`config.mk`:
```
export PLATFORM = sky130hd
export DESIGN_NAME = display_scanner
export DESIGN_NICKNAME = d
export VERILOG_FILES = /design/src/rtl/display_scanner.sv
export SDC_FILE = /design/constraint.sdc
export NUM_CORES = 1
export LEC_CHECK = 0
export ABC_AREA = 1
export CELL_PAD_IN_SITES_DETAIL_PLACEMENT = 1
export CELL_PAD_IN_SITES_GLOBAL_PLACEMENT = 1
export CORE_MARGIN = 1
export CORE_UTILIZATION = 45
export DETAILED_ROUTE_END_ITERATION = 10
export PLACE_DENSITY = 0.89
export SLEW_MARGIN = 20
export SYNTH_ARGS = -nofsm -noshare
export SYNTH_HDL_FRONTEND = slang
export SYNTH_SLANG_ARGS = --single-unit
```
`constraint.sdc`:
```
create_clock -name clk -period 3.95 [get_ports clk]
set_input_delay 0.5925 -clock clk [delete_from_list [all_inputs] [get_ports clk]]
set_output_delay 0.5925 -clock clk [all_outputs]
set_load 0.05 [all_outputs]
```
`src/rtl/display_scanner.sv`:
```
// Multiplexed 7-segment scanner: time-slices DIGITS digits, double-buffers loaded values per frame.
// Latency: a load becomes visible at the first frame boundary after it; outputs decode registered state.
// Backpressure: none; load is a fire-and-forget strobe, later loads overwrite an unconsumed shadow value.
//
// Ports:
//   clk, reset       - single clock, asynchronous active-high reset
//   bcd_in, sign_in  - BCD digits (nibble 0 = units) and sign (1 = negative), captured on load
//   load             - one-cycle capture strobe into the shadow register
//   segments         - abcdefg, bit6 = a, active-high
//   display_select   - active-low digit enables, bit k = digit k
//   frame_done       - one-cycle pulse on the first cycle of digit 0 after each frame boundary
//
// Optional feature: define DISPLAY_LZB_EN to blank leading zero digits (digit 0 always shown,
// minus sign stays on the top digit).

module display_scanner #(
    parameter int DIGITS        = 4,
    parameter int REFRESH_TICKS = 10000,
    parameter int BLANK_TICKS   = 16
) (
    input  logic                  clk,
    input  logic                  reset,
    input  logic [4*DIGITS-1:0]   bcd_in,
    input  logic                  sign_in,
    input  logic                  load,
    output logic [6:0]            segments,
    output logic [DIGITS-1:0]     display_select,
    output logic                  frame_done
);

    localparam int TW = $clog2(REFRESH_TICKS);
    localparam int IW = $clog2(DIGITS);
    localparam logic [TW-1:0] TICK_LAST = TW'(REFRESH_TICKS - 1);
    localparam logic [IW-1:0] IDX_LAST  = IW'(DIGITS - 1);

    // ------------------------------------------------------------------
    // State
    // ------------------------------------------------------------------
    logic [TW-1:0]       tick_q, tick_d;
    logic [IW-1:0]       idx_q, idx_d;
    logic [4*DIGITS-1:0] shadow_bcd_q, shadow_bcd_d;
    logic                shadow_sign_q, shadow_sign_d;
    logic [4*DIGITS-1:0] active_bcd_q, active_bcd_d;
    logic                active_sign_q, active_sign_d;
    logic                pending_q, pending_d;
    logic                frame_done_q, frame_done_d;

    logic                tick_wrap;
    logic                boundary;

    always_comb begin
        tick_wrap = (tick_q == TICK_LAST);
        boundary  = tick_wrap && (idx_q == IDX_LAST);

        tick_d = tick_wrap ? '0 : tick_q + 1'b1;

        idx_d = idx_q;
        if (tick_wrap) begin
            idx_d = (idx_q == IDX_LAST) ? '0 : idx_q + 1'b1;
        end

        // Shadow always accepts the newest load.
        shadow_bcd_d  = shadow_bcd_q;
        shadow_sign_d = shadow_sign_q;
        if (load) begin
            shadow_bcd_d  = bcd_in;
            shadow_sign_d = sign_in;
        end

        // Active copy only moves on a frame boundary, and it takes the shadow
        // as it stood before the edge; a load on that same edge stays pending
        // for the following frame.
        active_bcd_d  = active_bcd_q;
        active_sign_d = active_sign_q;
        if (boundary && pending_q) begin
            active_bcd_d  = shadow_bcd_q;
            active_sign_d = shadow_sign_q;
        end

        pending_d = pending_q;
        if (boundary) begin
            pending_d = 1'b0;
        end
        if (load) begin
            pending_d = 1'b1;
        end

        frame_done_d = boundary;
    end

    always_ff @(posedge clk or posedge reset) begin
        if (reset) begin
            tick_q        <= '0;
            idx_q         <= '0;
            shadow_bcd_q  <= '0;
            shadow_sign_q <= 1'b0;
            active_bcd_q  <= '0;
            active_sign_q <= 1'b0;
            pending_q     <= 1'b0;
            frame_done_q  <= 1'b0;
        end else begin
            tick_q        <= tick_d;
            idx_q         <= idx_d;
            shadow_bcd_q  <= shadow_bcd_d;
            shadow_sign_q <= shadow_sign_d;
            active_bcd_q  <= active_bcd_d;
            active_sign_q <= active_sign_d;
            pending_q     <= pending_d;
            frame_done_q  <= frame_done_d;
        end
    end

    // ------------------------------------------------------------------
    // Output decode (purely combinational from registered state)
    // ------------------------------------------------------------------
    function automatic logic [6:0] seg_of(input logic [3:0] n);
        logic [6:0] s;
        case (n)
            4'd0:    s = 7'b1111110;
            4'd1:    s = 7'b0110000;
            4'd2:    s = 7'b1101101;
            4'd3:    s = 7'b1111001;
            4'd4:    s = 7'b0110011;
            4'd5:    s = 7'b1011011;
            4'd6:    s = 7'b1011111;
            4'd7:    s = 7'b1110000;
            4'd8:    s = 7'b1111111;
            4'd9:    s = 7'b1110011;
            default: s = 7'b0000000;
        endcase
        return s;
    endfunction

    logic in_blank;

    generate
        if (BLANK_TICKS == 0) begin : g_no_blank
            assign in_blank = 1'b0;
        end else begin : g_blank
            assign in_blank = (tick_q < TW'(BLANK_TICKS));
        end
    endgenerate

`ifdef DISPLAY_LZB_EN
    // lz_mask[k] = every magnitude nibble from k upward is zero. With a
    // negative value the top nibble is replaced by the minus sign, so it is
    // treated as zero for the purpose of blanking the digits below it.
    logic [DIGITS-1:0] lz_mask;

    always_comb begin
        logic lz_run;
        lz_run  = 1'b1;
        lz_mask = '0;
        for (int k = DIGITS - 1; k >= 0; k--) begin
            if (!((k == DIGITS - 1) && active_sign_q) && (active_bcd_q[4*k +: 4] != 4'd0)) begin
                lz_run = 1'b0;
            end
            lz_mask[k] = lz_run;
        end
    end
`endif

    logic [3:0] cur_nib;
    logic [6:0] digit_seg;

    always_comb begin
        cur_nib   = active_bcd_q[{idx_q, 2'b00} +: 4];
        digit_seg = seg_of(cur_nib);

        if (active_sign_q && (idx_q == IDX_LAST)) begin
            digit_seg = 7'b0000001;
        end
`ifdef DISPLAY_LZB_EN
        else if ((idx_q != '0) && lz_mask[idx_q]) begin
            digit_seg = 7'b0000000;
        end
`endif

        if (in_blank) begin
            segments       = 7'b0000000;
            display_select = '1;
        end else begin
            segments       = digit_seg;
            display_select = ~(DIGITS'(1) << idx_q);
        end
    end

    assign frame_done = frame_done_q;

endmodule
```
==> flow_metrics.py, run 1 <==
metrics = {
    "route": {
        "drt_iter0_markers": 66,
        "drc_errors": 0,
        "wl_per_cell_um": 13.1,
        "drt-vias-per-instance": 4.90,
        "dr.pass1.iters": 4,
        "vias": 2170,
        "ant_nets": 0,
        "drt-total-wl_um": 5800,
    },
    "grt": {
        "grt_busiest_layer": "met2",
        "use_met2_pct": 36.4,
        "overflow": 0,
        "use_met3_pct": 3.77,
        "grt_max_degree": 53,
        "grt.met1_usage_pct": 25.2,
        "grt_pass1_wl_um": 9990,
        "grt_pass1_vias": 2210,
        "grtUsageTotal_pct": 20.6,
        "antenna_found_initial": 0,
    },
    "timing": {
        "timing.fmax_ghz": 0.286,
        "slew_headroom_pct": 40.6,
        "tightest_slew_ns": 0.890,
        "post-route-period-util_pct": 88.4,
        "rsz0062_at_grt": "false",
        "finalSetupTns_ns": 0,
        "finalCriticalPeriod_ns": 3.49,
        "finalHoldViolCount": 0,
        "finalSetupViolCount": 0,
        "hold_slack_ns": 0.480,
        "worst_clock_skew_ns": 0.00664,
        "slew_violations": 0,
    },
    "power_and_ir_drop": {
        "vdd_drop_max_mv": 0.150,
        "power.density_nw_per_um2": 290,
        "power_uw": 919,
        "leakagePower_uw": 0.00168,
    },
    "worst_setup_path": {
        "r2r-end": "active_bcd_q[4]",
        "critPathLaunch": "idx_q[0]",
        "crit_type": "flip-flop to output pin",
        "crit_arrival_ns": 2.90,
        "crit_end": "segments[0]",
        "rrSetupSlack_ns": 2.09,
        "critPathMaxFanout": 13,
        "required_ns": 3.36,
        "r2r_cells": 6,
        "critical_path.endpoint_type": "output pin",
        "r2r-start": "idx_q[0]",
        "critPathLaunchType": "flip-flop",
    },
    "final_layout": {
        "area_growth_pct": 15.9,
        "num_antenna_cells": 0,
        "final_net_count": 397,
        "fin_cells": 443,
        "drive_gt1_share_pct": 9.51,
        "layout_commonest_cell": "nand2_1",
        "fin_area_um2": 3170,
        "final_cell_mix": "nand2_1, dfrtp_1, inv_1, nor2_1, clkdlybuf4s50_1",
    },
    "clock_network": {
        "numClockSinks": 52,
        "tritoncts": "done",
        "htreeDepth": 2,
        "cts_buffers": 5,
        "clk_path_buf_depth": 2,
        "ctsHoldBuffers": 0,
        "cts_root_buf": "clkbuf_8",
        "post-cts-setup-buffers": 0,
        "ctsResizeCount": 0,
        "clkSlewWorstSetupHoldPaths_ns": 0.09,
        "insertion_delay_ns": 0.31,
    },
    "place": {
        "place_area_um2": 3080,
        "io_buffers": 31,
        "dpl.cell_count": 435,
        "dp_hpwl_um": 4530,
        "gp_congestion": 0.873,
    },
    "yosys": {
        "syn-num-nets": 367,
        "syn-instance-count": 337,
        "ys_ff_latch": 52,
        "synthesis.area_um2": 2740,
        "ys_warn_count": 0,
        "ys_seq_area_share_pct": 47.6,
        "synth.distinct_cells": 30,
        "avgSynthCellArea_um2": 8.12,
    },
    "floorplanning": {
        "die-area_um2": 6400,
        "ios": 32,
        "core_area_um2": 5890,
        "initial_utilization_pct": 46.5,
        "fp.dieW_um": 80.0,
        "rows": 28,
        "die_h_um": 80.0,
    },
    "run_status": {
        "status": "finished, final reports clean",
    },
    "min_path": {
        "min_path_type": "flip-flop to flip-flop",
        "whs_path_depth": 2,
    },
    "run": {
        "maxCapViolCount": 0,
    },
}
[registers in the layout (all words and copies together), names as in the netlist]
name	count
active_bcd_q	16
shadow_bcd_q	16
tick_q	14
idx_q	2
active_sign_q	1
frame_done	1
pending_q	1
shadow_sign_q	1
[per-stage QoR]
step	setup slack, ns	utilization, %
after floorplan	1.30	-
after global routing	0.253	53.9
final	0.458	53.9
after detailed placement	0.739	52.3
after CTS	0.407	53.9
after global placement	0.888	52.3
[worst max-delay path: stages (launching register included)]
cell and delay (ns):
dfrtp_1 0.60, inv_4 0.15, nand2_1 0.09, nand3_1 0.07
nand2_1 0.14, inv_1 0.09, ha_1 0.18, nand3b_1 0.19
nand3_1 0.11, nand2_1 0.07, a21oi_2 0.11, clkdlybuf4s50_1 0.80
[cells in the mapped netlist (all sizes together)]
| cell | instances | area, µm² |
|---|---|---|
| xor2 | 5 | 43.8 |
| o21bai | 1 | 7.51 |
| clkbuf | 4 | 15.0 |
| inv | 37 | 141 |
| dfrtp | 52 | 1300 |
| nand3 | 28 | 160 |
| nor3b | 2 | 15.0 |
| a21oi | 5 | 32.5 |
| o21ai | 16 | 103 |
| and3 | 1 | 6.26 |
| nor3 | 1 | 5.00 |
| o211ai | 1 | 7.51 |
| buf | 5 | 52.6 |
| nand4 | 1 | 6.26 |
| nand3b | 1 | 7.51 |
| mux2i | 1 | 22.5 |
| nand2 | 130 | 526 |
| nor2 | 36 | 159 |
| ha | 10 | 125 |
[cells by family (layout without fill, tap and decap cells)]
family / count (synthesis) / after routing / synth area share, %
and+or+nand+nor: 200 / 200 / 32.3
DFF: 52 / 52 / 47.6
buffers and inverters: 46 / 77 / 7.64
AOI/OAI and AO/OA: 23 / 23 / 5.49
adders and majority gates: 10 / 10 / 4.57
xor gates and xnor gates: 5 / 5 / 1.60
muxes: 1 / 1 / 0.823
[area by class of cell]
cell class,instances,area (µm²)
Tap cell,75,93.8
Multi-Input combinational cell,239,1230
Inverter,37,143
Timing Repair Buffer,32,318
Clock buffer,8,90.1
Fill cell,729,2710
Sequential cell,52,1300
[layer usage]
layer  wire length (µm)  up-vias
met5                  0        -
met4                 77        0
met3                120        5
met2               3000       31
met1               2610     1039
li1                   -     1095
[worst min path at each step]
stage	from	to	slack [ns]
6_report	shadow_bcd_q[4]	shadow_bcd_q[4]	0.48
4_1_cts	shadow_bcd_q[13]	shadow_bcd_q[13]	0.49
3_5_place_dp	active_bcd_q[10]	active_bcd_q[10]	0.47
2_1_floorplan	tick_q[0]	tick_q[0]	0.43
3_3_place_gp	tick_q[0]	tick_q[0]	0.44
5_1_grt	shadow_bcd_q[11]	shadow_bcd_q[11]	0.51
[power by group]
group / leakage [µW] / switching [µW] / internal (µW)
sequential: 0.000676 / 7.26 / 547
clock: 0.0000455 / 168 / 143
combinational: 0.000959 / 28.6 / 24.1
Note: power is estimated with default switching activity, not from simulation.
==> run 2: changes to the inputs <==
- CORE_UTILIZATION: 45 -> 50
- DONT_BUFFER_PORTS: not set -> 1
- PLACE_DENSITY: 0.89 -> 0.87
==> run 2 against run 1 <==
Effect of this change: sequential power is essentially flat; combinational power shrank 43%; critical path type unchanged; register-to-register slack lost 0.06 ns.
==> flow_metrics.py, run 2 (synthesized netlist as in run 1, its figures left out) <==
metrics = {
    "clock_network": {
        "tritoncts": "done",
        "post-cts-setup-buffers": 0,
        "insertion_delay_ns": 0.30,
        "clkSlewWorstSetupHoldPaths_ns": 0.09,
        "numClockSinks": 52,
        "ctsResizeCount": 0,
        "htreeDepth": 2,
        "cts_root_buf": "clkbuf_8",
        "ctsHoldBuffers": 0,
        "clk_path_buf_depth": 2,
        "cts_buffers": 5,
    },
    "timing": {
        "finalHoldViolCount": 0,
        "finalSetupViolCount": 0,
        "finalCriticalPeriod_ns": 3.15,
        "rsz0062_at_grt": "false",
        "worst_clock_skew_ns": 0.00870,
        "timing.fmax_ghz": 0.317,
        "slew_violations": 0,
        "post-route-period-util_pct": 79.9,
        "finalSetupTns_ns": 0,
        "slew_headroom_pct": 40.7,
        "tightest_slew_ns": 0.888,
    },
    "worst_setup_path": {
        "critical_path.endpoint_type": "output pin",
        "cpMostUsedCell": "nor2_1",
        "max_stage_delay_ns": 0.67,
        "crit_arrival_ns": 2.56,
        "critPathMaxFanout": 13,
        "required_ns": 3.36,
        "critPathLaunchType": "flip-flop",
        "crit_slowest_cell": "nor2_1",
        "worstPathCellList": "inv_4, nand2_1, nand3_1, nand2_1, ha_1, inv_1, nor2_1, nor2_1, nor2_1",
        "crit_type": "flip-flop to output pin",
    },
    "final_layout": {
        "n_fill_cell": 676,
        "area_growth_pct": 3.61,
        "drive_gt1_share_pct": 10.1,
        "final_cell_mix": "nand2_1, dfrtp_1, inv_1, nor2_1, nand3_1",
        "multiInputGateArea_um2": 1230,
        "regArea_um2": 1300,
        "final_net_count": 365,
        "num_antenna_cells": 0,
        "reg.largest.list": "active_bcd_q x16, shadow_bcd_q x16, tick_q x14",
        "fin_area_um2": 2840,
        "layout_commonest_cell": "nand2_1",
    },
    "route": {
        "vias": 2079,
        "drc_errors": 0,
        "wl_per_cell_um": 14.3,
        "ant_nets": 0,
        "drt_iter0_markers": 80,
        "dr.pass1.iters": 4,
        "drt-total-wl_um": 5800,
        "drt-vias-per-instance": 5.13,
    },
    "grt": {
        "grt_max_degree": 53,
        "grtUsageTotal_pct": 22.5,
        "overflow": 0,
        "antenna_found_initial": 0,
        "grt_pass1_wl_um": 10200,
        "grt_pass1_vias": 2167,
    },
    "floorplanning": {
        "initial_utilization_pct": 52.6,
        "ios": 32,
        "die_h_um": 76.0,
        "rows": 26,
        "die-area_um2": 5770,
        "fp.dieW_um": 76.0,
        "core_area_um2": 5200,
    },
    "power_and_ir_drop": {
        "leakagePower_uw": 0.00155,
        "power.density_nw_per_um2": 307,
        "vdd_drop_max_mv": 0.208,
    },
    "place": {
        "dp_hpwl_um": 4440,
        "gp_congestion": 0.846,
        "place_area_um2": 2760,
        "io_buffers": 0,
    },
    "run": {
        "maxCapViolCount": 0,
    },
    "min_path": {
        "min_path_type": "input pin to asynchronous set/reset pin",
    },
    "run_status": {
        "status": "finished, final reports clean",
    },
}
run 2: cell count changes in the layout (fill, tap and decap cells not counted):
cell / before / now
clkdlybuf4s50_1: 31 / 0
buf_4: 1 / 0
clkbuf_1: 2 / 1
clkbuf_8: 6 / 5
clkinv_2: 1 / 2
run 2: area by class of cell:
class | count | area share, %
clock inverter | 1 | 0.177
inverter | 37 | 5.03
multi-input combinational | 239 | 43.2
tap | 70 | 3.09
clock buffer | 6 | 2.56
sequential | 52 | 45.9
run 2: through the flow:
step                      utilization (%)  cells  worst slack (ns)  power [µW]  hold slack [ns]
after floorplan                         -    337              1.30         590            0.433
after global placement               53.0    398              1.22         594            0.452
after detailed placement             53.0    398              1.15         597            0.462
after CTS                            54.4    405             0.802         883            0.384
after global routing                 54.5    405             0.563         904            0.381
final                                54.5    405             0.795         871            0.323
run 2: worst max-delay path: cells and delay by family (launching register included):
kind,cells,cell delay (ns)
adders and majority gates,1,0.30
and+or+nand+nor,6,1.17
buffers and inverters,2,0.26
DFF,1,0.54
run 2: final timing paths:
check	startpoint	endpoint	slack (ns)	depth (start not counted)
worst max-delay path	idx_q[0]	segments[3]	0.80	9
worst min-delay path	reset	shadow_bcd_q[9]	0.32	1
worst max register to register	idx_q[0]	active_bcd_q[1]	2.03	6
worst min register to register	shadow_bcd_q[13]	shadow_bcd_q[13]	0.48	2
max in group asynchronous	reset	active_bcd_q[3]	3.09	1
min in group clk	load	shadow_bcd_q[0]	0.39	1
run 2: per-layer routing:
metal  vias up  routed length, µm  track usage (%)
li1       1037                  -                -
met1      1001               2650             28.4
met2        33               2900             38.9
met3         8                150             3.95
met4         0                102             8.08
met5         -                  0                0
run 2: power breakdown:
part	internal (µW)	total (µW)	switching (µW)
clock	121	285	165
sequential	547	555	7.73
combinational	7.52	30.2	22.7
total	676	871	195
==> edit 1, RTL diff (settings of run 2) <==
Put a register stage on the output `display_select`, without a reset. The value now appears one clock later. The other outputs are not delayed to match.
--- a/src/rtl/display_scanner.sv
+++ b/src/rtl/display_scanner.sv
@@ -33,4 +33,6 @@
     localparam logic [TW-1:0] TICK_LAST = TW'(REFRESH_TICKS - 1);
     localparam logic [IW-1:0] IDX_LAST  = IW'(DIGITS - 1);
+
+    logic [DIGITS-1:0] display_select_d;
 
     // ------------------------------------------------------------------
@@ -179,8 +181,8 @@
         if (in_blank) begin
             segments       = 7'b0000000;
-            display_select = '1;
+            display_select_d = '1;
         end else begin
             segments       = digit_seg;
-            display_select = ~(DIGITS'(1) << idx_q);
+            display_select_d = ~(DIGITS'(1) << idx_q);
         end
     end
@@ -188,3 +190,7 @@
     assign frame_done = frame_done_q;
 
+    always_ff @(posedge clk) begin
+        display_select <= display_select_d;
+    end
+
 endmodule
Check against the original RTL: same outputs for any inputs over 10 cycles, from zero or initial values and one cycle with reset high; that may be too few to reach the edited logic, so the function may still have changed.
==> edit 1 against run 2 <==
First-iteration DRC count shrank 8.8%; maximum frequency down 3.0%; design area increased by 2.7%; power is 7.2% higher; routed wire length down 4.6%; die area grew 1.6%; synthesized cell count down 1.8%; via count fell by 1.5%; setup slack worse by 97 ps; sequential cell count is 4 higher; worst hold slack got worse by 6.7 ps; area after synthesis grew 1.7%; combinational power hardly changed.
==> edit 1: results (changes against run 2) <==
Status
  • Status: complete, no violations

Timing
  • Slew @ Worst Pin: 896 ps (+7.94 ps)
  • Max Clock Skew: 11.7 ps (+2.98 ps)

Global route
  • Vias in the first global route: 2133 (-1.6%)
  • Largest net degree at the start of global routing: 53 (unchanged)
  • First-pass GRT wire length: 9590 um (-6.1%)
  • Total GRT Usage: 0.209 (-0.0155)

Synthesis
  • Mean post-synth cell area: 8.41 um^2 (+3.5%)
  • Sequential fraction of the synthesis area: 0.496 (+0.0209)
  • Mux contribution to synthesized area: 0.00809 (-0.000137)
  • Main synth FF type: dfrtp_1
  • Top cells by count, synth: nand2_1 (121), dfrtp_1 (52), inv_1 (32)
  • Xor and xnor area share after synthesis: 0.0126 (-0.00341)
  • Top cells by area, synth: dfrtp_1 (47%), nand2_1 (16%), ha_1 (4.5%), inv_1 (4.3%), nor2_1 (3.5%)
  • Compound-Gate Fraction of Synth Area: 0.0598 (+0.00493)
  • Synth Area in Adders: 0.0450 (-0.000761)
  • Asr flop ratio synth: 0.929 (-0.0714)

Worst setup path
  • Worst EP arrival: 2660 ps (+100 ps)
  • Slowest stage delay, CP: 690 ps (+20 ps)

Place
  • Routability congestion estimate: 0.801 (-5.4%)
  • Dpl hpwl: 4130 um (-7.0%)
  • Port Buffers: 0 (unchanged)
  • Placed cell count: 395 (-0.75%)

Detailed routing
  • DRT iter0 DRCs: 73 (-8.8%)
  • DR pass1 iterations: 4 (unchanged)
  • Wirelength per Cell: 13.7 um (-4.1%)
  • Routed via count: 2047 (-1.5%)

Power and ir drop
  • Static leakage: 0.00156 uW (+0.84%)
  • VDD IR-drop max: 216 uV (+3.7%)

Clock tree
  • Clock tree buffer depth: 2 (unchanged)

Layout
  • Final non-filler cell total: 403 (-0.49%)
  • Fraction of layout cells with a size suffix above 1: 0.126 (+0.0246)
  • Nets: 362 (-0.82%)
[edit 1: through the flow]
stage	power, uW	hold WS (ps)	setup slack, ps	area, um^2
after floorplan	631	433	1170	2780
after global placement	635	451	1180	2820
after detailed placement	637	458	1050	2820
after CTS	948	381	692	2910
after global routing	978	368	469	2910
final	933	317	699	2910
[edit 1: worst paths after layout]
kind / slack (ps) / endpoint / cells after the start
worst max-delay path: 700 / segments[3] / 9
worst max register to register: 2120 / active_bcd_q[9]$_DFFE_PP0P_ / 5
worst min-delay path: 320 / shadow_bcd_q[8]$_DFFE_PP0P_ / 1
min in group clk: 390 / shadow_bcd_q[2]$_DFFE_PP0P_ / 1
worst min register to register: 480 / tick_q[0]$_DFF_PP0_ / 1
max in group asynchronous: 3100 / tick_q[13]$_DFF_PP0_ / 1
[edit 1: report_power, final]
part | internal [uW] | leakage (uW) | switching, uW
registers | 588 | 0.000709 | 6.80
clock network | 127 | 0.0000414 | 182
logic | 7.45 | 0.000811 | 22.8
total | 722 | 0.00156 | 212
[edit 1: routing by layer]
metal / global-route usage / wire length [um] / vias to the layer above
li1: - / - / 1020
met1: 0.228 / 2350 / 992
met2: 0.389 / 3010 / 27
met3: 0.0515 / 112 / 8
met4: 0.0788 / 70 / 0
met5: 0 / 0 / -
[edit 1: layout make-up]
| class | count | area, um^2 |
|---|---|---|
| Clock buffer | 6 | 72.6 |
| Fill cell | 659 | 2330 |
| Clock inverter | 2 | 16.3 |
| Sequential cell | 56 | 1380 |
| Tap cell | 70 | 87.6 |
| Multi-Input combinational cell | 231 | 1200 |
| Inverter | 36 | 136 |
| Timing Repair Buffer | 2 | 15.0 |
[edit 1: critical path, delay by kind of cell (launching register included)]
family,cells,cell delay (ps)
buffers and inverters,2,300
and+or+nand+nor,6,1200
DFF,1,540
adders and majority gates,1,300
==> edit 2, RTL diff (config.mk and constraints of run 2) <==
Without the edit above. Set the parameter `REFRESH_TICKS` to 5000 (it was 10000).
--- a/src/rtl/display_scanner.sv
+++ b/src/rtl/display_scanner.sv
@@ -16,5 +16,5 @@
 module display_scanner #(
     parameter int DIGITS        = 4,
-    parameter int REFRESH_TICKS = 10000,
+    parameter int REFRESH_TICKS = 5000,
     parameter int BLANK_TICKS   = 16
 ) (
Formal check against the unedited RTL: no difference found for any inputs over 10 cycles, from zero or initial values and one cycle with reset high; that may be too few to reach the edited logic, so the function may still have changed.
==> edit 2 against run 2 <==
Setup slack got worse by 41 ps; area after synthesis down 0.14%; synthesized cell count up 1.5%; design area is 1.4% higher; first-iteration DRC count rose by 34%; sequential cell count decreased by 1; critical path type unchanged; routed wire length is 6.9% higher; power up 10%.
==> edit 2: results (changes against run 2) <==
Place
  • Routability congestion estimate: 0.843 (-0.40%)
  • DP Worst Slack: 1080 ps (-70.9 ps)
  • Placed cell count: 404 (+1.5%)

Worst setup path
  • R2r setup slk: 2200 ps (+170 ps)
  • Reg2Reg Depth: 5 (-1)
  • Worst EP arrival: 2600 ps (+40 ps)

Layout
  • Register area: 0.00128 mm^2 (-1.9%)
  • Final non-filler cell total: 412 (+1.7%)
  • Top flop regs: active_bcd_q: 16 flops, shadow_bcd_q: 16 flops, tick_q: 13 flops
  • Seq cells: 51 (-1.9%)
  • Fraction of area in multi-input gates: 0.434 (+0.00200)
  • Fraction of layout cells with a size suffix above 1: 0.0906 (-0.0108)
  • Layout clock area frac: 0.0422 (+0.0149)
  • Inverters excl. clock: 34 (-8.1%)
  • Number of fillers in the final layout: 679 (+0.44%)

Global route
  • Vias in the first global route: 2173 (+0.28%)
  • First-pass GRT wire length: 10700 um (+4.5%)

Synthesis
  • Xor and xnor area share after synthesis: 0.0160 (+0.0000220)
  • Top cells by count, synth: nand2_1 (131), dfrtp_1 (51), nand3_1 (36)
  • Cells after synthesis: 342 (+1.5%)
  • Compound-Gate Fraction of Synth Area: 0.0215 (-0.0333)
  • Synth Area in Adders: 0.0458 (+0.0000628)
  • Synth unique cells: 34 (+13%)
  • Top cells by area, synth: dfrtp_1 (47%), nand2_1 (18%), nand3_1 (6.6%), ha_1 (4.6%), inv_1 (3.8%)

Detailed routing
  • DRT iter0 DRCs: 107 (+34%)
  • Routed via count: 2109 (+1.4%)

Power and ir drop
  • Clock power frac: 0.404 (+0.076)

Status
  • Status: complete, no violations
[edit 2: cell types whose count changed after synthesis, moves of 2 or more]
cell      change
nor2_1        -6
nand2_2       +2
nand2_1       +8
inv_1         -6
nand2_4       -4
clkbuf_1      -2
o21ai_0       -2
nand4_1       +2
nor2_2        -2
nor3_1        +9
nand3_2       -3
nor3b_1       -2
nand3_1      +12
o21ai_2       -6
[edit 2: routing by layer]
metal,vias up,GRT usage,part of all wire
met5,-,0,0
met3,8,0.0446,0.030
met4,0,0.0731,0.015
met1,1002,0.293,0.46
met2,34,0.415,0.49
li1,1065,-,-
[edit 2: how the worst min path moves through the flow]
| stage | startpoint | endpoint | slack, ps | cells past startpoint |
|---|---|---|---|---|
| final | reset | shadow_bcd_q[8]$_DFFE_PP0P_ | 310 | 1 |
| after global routing | reset | tick_q[1]$_DFF_PP0_ | 380 | 1 |
| after CTS | load | shadow_bcd_q[11]$_DFFE_PP0P_ | 390 | 2 |
| after detailed placement | active_bcd_q[0]$_DFFE_PP0P_ | active_bcd_q[0]$_DFFE_PP0P_ | 460 | 2 |
| after global placement | shadow_bcd_q[15]$_DFFE_PP0P_ | shadow_bcd_q[15]$_DFFE_PP0P_ | 460 | 2 |
| after floorplan | active_sign_q$_DFFE_PP0P_ | active_sign_q$_DFFE_PP0P_ | 440 | 2 |
[edit 2: critical path, stage by stage (launching register included)]
cell     delay (ps)
dfrtp_1         590
inv_4           150
nand2_1          90
nand3_1          70
nand2_1         170
inv_1            80
ha_1            180
o21ai_0         220
nor2_1           70
nor2_1          680
[edit 2: metrics by stage]
step | power, uW | cell area (um^2)
floorplan | 579 | 2730
global placement | 583 | 2750
detailed placement | 585 | 2750
CTS | 966 | 2870
global route | 996 | 2870
finish | 962 | 2870
